`config.mk`:
```
export PLATFORM = sky130hd
export DESIGN_NAME = bpu_dyn_flat
export DESIGN_NICKNAME = d
export VERILOG_FILES = /design/src/rtl/bpu_dyn_if.sv /design/src/rtl/bpu_dyn.sv /design/src/flat_wrapper.sv
export SDC_FILE = /design/constraint.sdc
export NUM_CORES = 1
export LEC_CHECK = 0
export ABC_CLOCK_PERIOD_IN_PS = 11000
export CORE_UTILIZATION = 54
export DETAILED_ROUTE_END_ITERATION = 8
export GPL_ROUTABILITY_DRIVEN = 0
export GPL_TIMING_DRIVEN = 0
export HOLD_SLACK_MARGIN = 0.15
export PLACE_DENSITY = 0.74
export SKIP_CTS_REPAIR_TIMING = 1
export SKIP_LAST_GASP = 1
export SLEW_MARGIN = 20
export SYNTH_ARGS = -nofsm -noshare
export SYNTH_HDL_FRONTEND = slang
export SYNTH_SLANG_ARGS = --single-unit
export TNS_END_PERCENT = 20
```
`constraint.sdc`:
```
create_clock -name clk -period 11 [get_ports clk]
set_input_delay 3.3 -clock clk [delete_from_list [all_inputs] [get_ports clk]]
set_output_delay 3.3 -clock clk [all_outputs]
set_load 0.03 [all_outputs]
```
`src/rtl/bpu_dyn_if.sv`:
```
// bpu_dyn_if: fetch-side predictor bus (lookup, prediction, resolved-branch update)
interface bpu_dyn_if #(
    parameter int IDX_BITS = 8
);
    logic [63:0]         pc;
    logic [31:0]         ir;
    logic                jal_taken;
    logic [63:0]         jal_addr;
    logic                pr_taken;
    logic [12:0]         pr_offs;
    logic [IDX_BITS-1:0] pr_idx;
    logic                ready;
    logic                upd_valid;
    logic [IDX_BITS-1:0] upd_idx;
    logic                upd_taken;

    modport master (
        output pc, ir, upd_valid, upd_idx, upd_taken,
        input  jal_taken, jal_addr, pr_taken, pr_offs, pr_idx, ready
    );

    modport slave (
        input  pc, ir, upd_valid, upd_idx, upd_taken,
        output jal_taken, jal_addr, pr_taken, pr_offs, pr_idx, ready
    );
endinterface

```
`src/rtl/bpu_dyn.sv`:
```
// bpu_dyn: JAL/C.J target generation plus static or bimodal/gshare branch direction prediction
module bpu_dyn #(
    parameter int MODE     = 3,
    parameter int IDX_BITS = 8,
    parameter int GHR_BITS = 0
) (
    input logic      clk,
    input logic      rst,
    bpu_dyn_if.slave bus
);
    typedef enum logic {INIT, RUN} state_t;

    state_t              state, state_nx;
    logic [IDX_BITS-1:0] ptr, ptr_nx, hist;
    logic                br32, brc, jal32, cj, dyn_taken;
    logic [20:0]         j_imm;
    logic [11:0]         cj_imm;
    logic [8:0]          cb_imm;
    logic [12:0]         offs;

    always_comb begin
        br32          = bus.ir[6:0] == 7'b1100011;
        brc           = bus.ir[1:0] == 2'b01 && bus.ir[15:14] == 2'b11;
        jal32         = bus.ir[6:0] == 7'b1101111;
        cj            = bus.ir[1:0] == 2'b01 && bus.ir[15:13] == 3'b101;
        j_imm         = {bus.ir[31], bus.ir[19:12], bus.ir[20], bus.ir[30:21], 1'b0};
        cj_imm        = {bus.ir[12], bus.ir[8], bus.ir[10:9], bus.ir[6], bus.ir[7],
                         bus.ir[2], bus.ir[11], bus.ir[5:3], 1'b0};
        cb_imm        = {bus.ir[12], bus.ir[6:5], bus.ir[2], bus.ir[11:10], bus.ir[4:3], 1'b0};
        offs          = br32 ? {bus.ir[31], bus.ir[7], bus.ir[30:25], bus.ir[11:8], 1'b0}
                             : {{4{cb_imm[8]}}, cb_imm};
        bus.jal_taken = jal32 | cj;
        bus.jal_addr  = bus.pc + (jal32 ? {{43{j_imm[20]}}, j_imm} : {{52{cj_imm[11]}}, cj_imm});
        bus.pr_offs   = offs;
        bus.pr_idx    = bus.pc[IDX_BITS:1] ^ hist;
        bus.pr_taken  = (br32 | brc) & (MODE == 0 ? 1'b1 :
                                        MODE == 1 ? 1'b0 :
                                        MODE == 2 ? offs[12] : dyn_taken);
    end

    assign bus.ready = state == RUN;

    always_ff @(posedge clk or posedge rst) begin
        if (rst) begin
            state <= INIT;
            ptr   <= '0;
        end else begin
            state <= state_nx;
            ptr   <= ptr_nx;
        end
    end

    // Static modes have no table to sweep, so INIT lasts a single cycle.
    always_comb begin
        state_nx = state;
        ptr_nx   = ptr;
        if (state == INIT) begin
            ptr_nx   = ptr + IDX_BITS'(1);
            state_nx = (MODE != 3 || &ptr) ? RUN : INIT;
        end
    end

    generate
        if (MODE == 3) begin : g_dyn
            logic [1:0] cnt [2**IDX_BITS];
            logic [1:0] cur;
            logic       upd_en;
            assign upd_en = bus.upd_valid & bus.ready;
            assign cur    = cnt[bus.upd_idx];
            // No async reset on the table: INIT rewrites every entry after each reset.
            always_ff @(posedge clk) begin
                if (state == INIT)
                    cnt[ptr] <= 2'b01;
                else if (upd_en)
                    cnt[bus.upd_idx] <= bus.upd_taken ? (&cur ? cur : cur + 2'b01)
                                                      : (~|cur ? cur : cur - 2'b01);
            end
            assign dyn_taken = bus.ready & cnt[bus.pr_idx][1];
            if (GHR_BITS > 0) begin : g_ghr
                logic [GHR_BITS-1:0] ghr;
                always_ff @(posedge clk or posedge rst) begin
                    if (rst)
                        ghr <= '0;
                    else if (upd_en)
                        ghr <= GHR_BITS'({ghr, bus.upd_taken});
                end
                assign hist = IDX_BITS'(ghr);
            end else begin : g_bim
                assign hist = '0;
            end
        end else begin : g_static
            assign dyn_taken = 1'b0;
            assign hist      = '0;
        end
    endgenerate
endmodule

```
`src/flat_wrapper.sv`:
```
// flat-port wrapper written by rule: the top's interface ports become plain ports
module bpu_dyn_flat 
#(
    parameter int MODE     = 3,
    parameter int IDX_BITS = 8,
    parameter int GHR_BITS = 0
)
  (clk, rst, bus_pc, bus_ir, bus_upd_valid, bus_upd_idx, bus_upd_taken, bus_jal_taken, bus_jal_addr, bus_pr_taken, bus_pr_offs, bus_pr_idx, bus_ready);
  bpu_dyn_if #(.IDX_BITS(IDX_BITS)) bus_i ();
  input logic clk;
  input logic rst;
  input wire logic [$bits(bus_i.pc)-1:0] bus_pc;
  input wire logic [$bits(bus_i.ir)-1:0] bus_ir;
  input wire logic [$bits(bus_i.upd_valid)-1:0] bus_upd_valid;
  input wire logic [$bits(bus_i.upd_idx)-1:0] bus_upd_idx;
  input wire logic [$bits(bus_i.upd_taken)-1:0] bus_upd_taken;
  output wire logic [$bits(bus_i.jal_taken)-1:0] bus_jal_taken;
  output wire logic [$bits(bus_i.jal_addr)-1:0] bus_jal_addr;
  output wire logic [$bits(bus_i.pr_taken)-1:0] bus_pr_taken;
  output wire logic [$bits(bus_i.pr_offs)-1:0] bus_pr_offs;
  output wire logic [$bits(bus_i.pr_idx)-1:0] bus_pr_idx;
  output wire logic [$bits(bus_i.ready)-1:0] bus_ready;
  assign bus_i.pc = bus_pc;
  assign bus_i.ir = bus_ir;
  assign bus_i.upd_valid = bus_upd_valid;
  assign bus_i.upd_idx = bus_upd_idx;
  assign bus_i.upd_taken = bus_upd_taken;
  assign bus_jal_taken = bus_i.jal_taken;
  assign bus_jal_addr = bus_i.jal_addr;
  assign bus_pr_taken = bus_i.pr_taken;
  assign bus_pr_offs = bus_i.pr_offs;
  assign bus_pr_idx = bus_i.pr_idx;
  assign bus_ready = bus_i.ready;
  bpu_dyn #(.MODE(MODE), .IDX_BITS(IDX_BITS), .GHR_BITS(GHR_BITS)) u_core (.clk(clk), .rst(rst), .bus(bus_i));
endmodule
```
# --- After elaboration in Yosys (flattened, before gate mapping) ---
# Memory sizes are Yosys's and may differ from the RTL's.
# Cells that the tools add are included.
word_totals:
  romBits: 0
  ram_bits: 512
  latch_bits: 0
  out_inout_bits: 88
  inputBits: 108
  ff_bits: 9
  word_cells: 37
  n_memories: 1
memory_table:
  columns: ["memory", "words", "width", "read_ports", "rd_ports_with_merged_regs", "wr", "line", "rtl"]
  rows:
  - ["u_core.g_dyn.cnt", 256, 2, 2, 0, 1, "bpu_dyn.sv:65", "logic [1:0] cnt [2**IDX_BITS];"]
op_classes:
  order_cmp: 0
  n_shift: 0
  eq_ne: 5
  n_bitwise: 5
  n_div: 0
  mul: 0
  addsub: 4
  mux: 14
  reduce_logical: 6
op_table:
  columns: ["op", "n"]
  rows:
  - ["$add 64x64->64", 1]
  - ["$mux 64", 1]
  - ["$eq 7x7->1 const B", 2]
  - ["$mux 13", 1]
  - ["$add 8x1->8 const B", 1]
  - ["$mux 2", 4]
  - ["$mux 8", 1]
  - ["$reduce_and 8->1", 1]
  - ["$mux 1", 7]
  - ["$reduce_or 2->1", 2]
  - ["$and 1x1->1", 3]
  - ["$eq 3x3->1 const B", 1]
  - ["$add 2x1->2 const B", 1]
  - ["$eq 2x1->1 const B", 1]
  - ["$eq 2x2->1 const B", 1]
  - ["$logic_and 1x1->1", 2]
  - ["$or 1x1->1", 2]
  - ["$reduce_and 2->1", 1]
  - ["$sub 2x1->2 const B", 1]

# --- Logic depth before layout (Yosys ltp) ---
depth:
  ltp_word: 6
  depth_mapped: 17
  mapped_depth_nobuf: 16

# --- Worst setup path after synthesis ---
# OpenSTA, ideal clock, no wires.
synth_path:
  kind: "input port to flip-flop"
  from: "input port bus_upd_idx[0]"
  to: "memory u_core.g_dyn.cnt[0][0], data pin"
  required_ns: 9.423
  n_path_buf: 2
  setup_ns: 1.577
  cell_stages: 9
  setup_slack_ns: -3.040
  arrival_ns: 12.462
  path_cell_list: "buf_2 -> buf_2 -> mux4_2 -> mux4_2 -> a31oi_1 -> o21ai_0 -> a221o_1 -> nor3b_1 -> a21oi_1"
synth_via:
  elab_chain_len: 5
  elab_cells_between_ends: 9
  classes_between: "add/sub: 2; mux: 4; reduce/logical: 2; memory: 1"
synth_lines:
  columns: ["element", "line", "rtl"]
  rows:
  - ["from (decl)", "flat_wrapper.sv:15", "input wire logic [$bits(bus_i.upd_idx)-1:0] bus_upd_idx;"]
  - ["$mem_v2 256x2 *", null, null]
  - ["$sub 2x1->2, or another cell as far along", "bpu_dyn.sv:76", ": (~|cur ? cur : cur - 2'b01);"]
  - ["$mux 2, on equally long branches", "bpu_dyn.sv:76, bpu_dyn.sv:75", null]
  - ["$mux 2 *", "bpu_dyn.sv:75", "cnt[bus.upd_idx] <= bus.upd_taken ? (&cur ? cur : cur + 2'b01)"]
  - ["$mux 2 (no source line) *", null, null]
  - ["to (decl)", "bpu_dyn.sv:65", null]
# Every way passes the cells marked *; elsewhere a longest branch is shown, timed or not.

# --- Final worst setup path ---
layout_path:
  from: "input port bus_pc[2]"
  to: "output port bus_pr_taken"
layout_via:
  elab_chain_len: 3
layout_lines:
  columns: ["element", "line", "rtl"]
  rows:
  - ["from (decl)", "flat_wrapper.sv:12", "input wire logic [$bits(bus_i.pc)-1:0] bus_pc;"]
  - ["$mem_v2 256x2", null, null]
  - ["$and 1x1->1", "bpu_dyn.sv:78", "assign dyn_taken = bus.ready & cnt[bus.pr_idx][1];"]
  - ["$and 1x1->1", "bpu_dyn.sv:36", "bus.pr_taken = (br32 | brc) & (MODE == 0 ? 1'b1 :"]
  - ["to (decl)", "flat_wrapper.sv:19", "output wire logic [$bits(bus_i.pr_taken)-1:0] bus_pr_taken;"]
# No other way between the ends.

==> impl_metrics.py <==
metrics = {
    "clocking": {
        "clock-sinks": 521,
        "htreeDepth": 2,
        "root_buffer": "clkbuf_16",
        "insertion_delay_ns": 0.60,
        "cts_tree": "yes",
        "clk_pin_slew_ns": 0.06,
        "clockBufferDepth": 3,
        "numCtsBuffers": 51,
    },
    "grt": {
        "grt_usage_pct": 32.6,
        "gr-usage-met3_pct": 8.26,
        "grt_use_met2_pct": 51.0,
        "grt_max_degree": 74,
        "use_met1_pct": 43.9,
        "grt.overflow.total": 0,
        "grt_pass1_vias": 18855,
        "antenna_found_initial": 0,
        "grt_pass1_wl_um": 121000,
        "grt_busiest_layer": "met2",
    },
    "timing": {
        "hold_viol": 0,
        "max_slew_margin_pct": 14.2,
        "layout_setup_ws_ns": -0.200,
        "clock.fmax_ghz": 0.0893,
        "tightest_slew_ns": 1.29,
        "skew_ns": 0.0357,
        "rsz0062_at_grt": "yes",
        "final_max_slew_viol_count": 0,
        "tns_ns": -0.200,
        "period_minus_slack_ns": 11.20,
        "timing.final.crit_share_pct": 102,
        "setup-violations-final": 1,
    },
    "detailed_routing": {
        "drc_errors": 0,
        "post_drt_wl_per_cell_um": 29.1,
        "vias_per_cell": 6.80,
        "ant_nets": 0,
        "drtIter0Drc": 2805,
        "vias": 19605,
        "wl_um": 83900,
        "firstDrtPassIters": 6,
    },
    "layout": {
        "final_cell_mix": "512 x edfxtp_1, 305 x nor2_1, 219 x mux4_2",
        "drive_gt1_share_pct": 18.9,
        "nets": 2348,
        "postLayoutCellArea_um2": 32200,
        "area_growth_pct": 17.7,
        "layout_commonest_cell": "edfxtp_1",
        "final_cells": 2885,
        "fin_util_pct": 64.3,
        "antenna_cells": 0,
    },
    "placed_design": {
        "numPortBuffers": 190,
        "dp.final_hpwl_um": 58200,
        "placed_cell_area_um2": 30500,
        "placed_cells": 2790,
    },
    "hold_path": {
        "holdCritPathClass": "register to register",
    },
    "synthesis": {
        "yosys_warnings": 0,
        "netlist.area_leader.share_pct": 56.2,
        "synth_edf_count": 512,
        "synthesis.nets": 2092,
        "yosysTopAreaCell": "edfxtp_1",
        "synthTopCellsByArea": "edfxtp_1 56%, mux4_2 18%, nor2_1 4.2%, ha_1 3.1%, nand2_1 1.9%",
        "synth-seq-area-share_pct": 57.0,
        "synth_flop_cell": "edfxtp_1",
        "synth_cells": 1916,
        "ys_types": 72,
        "synth-seq-cells": 521,
        "syn_area_per_cell_um2": 14.3,
        "syn-cell-area_um2": 27400,
        "synthArstFlopShare_pct": 1.73,
    },
    "die": {
        "initial_core_util_pct": 54.6,
        "ioPinCount": 196,
        "placementRows": 82,
        "die_area_um2": 51600,
        "die_x_um": 227,
        "coreArea_um2": 50100,
        "die_h_um": 227,
    },
    "critical_path": {
        "crit_required_ns": 7.70,
        "path_max_fanout": 10,
        "worstPathCellList": "clkdlybuf4s50_1 > clkbuf_2 > clkbuf_1 > mux4_2 > mux4_2 > mux4_2 > mux4_2 > and3b_1 > clkdlybuf4s50_1",
        "crit_arrival_ns": 7.90,
        "cp_slowest_cell": "clkbuf_1",
        "crit_path_frequent_cell": "mux4_2",
        "criticalPathCategory": "input pin to output pin",
        "end_kind": "output pin",
        "crit_path_max_incr_delay_ns": 0.87,
        "startpoint_type": "input pin",
    },
    "run": {
        "maxCapViolCount": 0,
    },
    "power": {
        "p_leak_uw": 0.0104,
        "pwr_density_cell_nw_per_um2": 139,
        "ir_drop_mv": 0.113,
    },
    "outcome": {
        "status": "finished, violations left",
        "violations": "setup timing",
    },
}
==> stage by stage <==
stage	setup slack (ns)	hold WS (ns)	total power, uW
detailed placement	-1.29	0.560	2860
finish	-0.200	0.578	4480
CTS	-1.30	0.570	4470
floorplan	-0.0460	0.506	2600
global placement	-4.49	0.540	2850
global route	-0.254	0.593	4590
==> sequential cells by signal (all words and copies together) (netlist names) <==
name and flops:
u_core.ptr 8, u_core.g_dyn.cnt 512, u_core.bus.ready 1
==> final timing paths <==
path | slack [ns] | endpoint | from | depth (start not counted)
min in group asynchronous | 2.96 | u_core.ptr[1] | rst | 2
worst max-delay path | -0.20 | bus_pr_taken | bus_pc[2] | 9
worst min-delay path | 0.58 | u_core.ptr[0] | u_core.ptr[0] | 1
worst min register to register | 0.58 | u_core.ptr[0] | u_core.ptr[0] | 1
max in group asynchronous | 7.77 | u_core.ptr[0] | rst | 2
worst max register to register | 6.96 | u_core.g_dyn.cnt[42][1] | u_core.g_dyn.cnt[66][0] | 11
==> per-layer routing <==
layer | share of wire (%) | up-vias
met5 | 0 | -
met4 | 4.8 | 0
met3 | 14 | 236
met2 | 46 | 1543
met1 | 35 | 9777
li1 | - | 8049
==> final cells by class <==
type	count	area, um^2
fill	3645	17900
sequential	521	15600
multi-input combinational	1243	11200
timing repair buffer	210	2300
clock buffer	71	1380
tap	672	841
buffer	125	612
clock inverter	23	151
inverter	20	75.1
==> Yosys cell counts, types with 5 or more instances <==
| cell | number |
|---|---|
| nor2_1 | 306 |
| inv_1 | 18 |
| nor2b_1 | 13 |
| nand2_1 | 136 |
| dfrtp_1 | 9 |
| or2_2 | 6 |
| a211oi_1 | 12 |
| nand4_1 | 12 |
| o21ai_0 | 42 |
| o21a_1 | 12 |
| o22ai_1 | 10 |
| o21bai_1 | 11 |
| nand2b_1 | 12 |
| mux4_2 | 219 |
| and3_1 | 13 |
| xnor2_1 | 48 |
| nor3_1 | 11 |
| a31oi_1 | 13 |
| a21o_1 | 51 |
| buf_4 | 22 |
| o221ai_1 | 9 |
| clkbuf_1 | 76 |
| ha_1 | 67 |
| xor2_1 | 14 |
| edfxtp_1 | 512 |
| o31ai_1 | 9 |
| nand3_1 | 20 |
| o211ai_1 | 7 |
| a41oi_1 | 5 |
| buf_2 | 24 |
| buf_1 | 8 |
| mux2i_1 | 28 |
| a211o_1 | 5 |
| nand3b_1 | 11 |
| a21oi_1 | 78 |
==> report_power, final <==
| part | switching [uW] | leakage (uW) | total (uW) | internal [uW] |
|---|---|---|---|---|
| logic | 412 | 0.00512 | 690 | 278 |
| clock network | 745 | 0.000749 | 1650 | 901 |
| registers | 0 | 0.00455 | 2150 | 2150 |
| total | 1160 | 0.0104 | 4480 | 3320 |
==> cells by family after synthesis <==
kind of cell	after synthesis	synth area share, %
flops	521	57.0
fa+ha+maj	69	3.18
other cells	1	0.0137
compound gates	302	7.35
buf+inv	152	2.55
xor+xnor	62	1.99
mux	250	19.2
simple gates	559	8.71
==> critical path, delay by kind of cell <==
family        cells  cell delay (ns)
simple gates      1             0.17
mux               4             2.04
buf+inv           4             2.37
No activity file was read; power rests on OpenSTA's default activity.
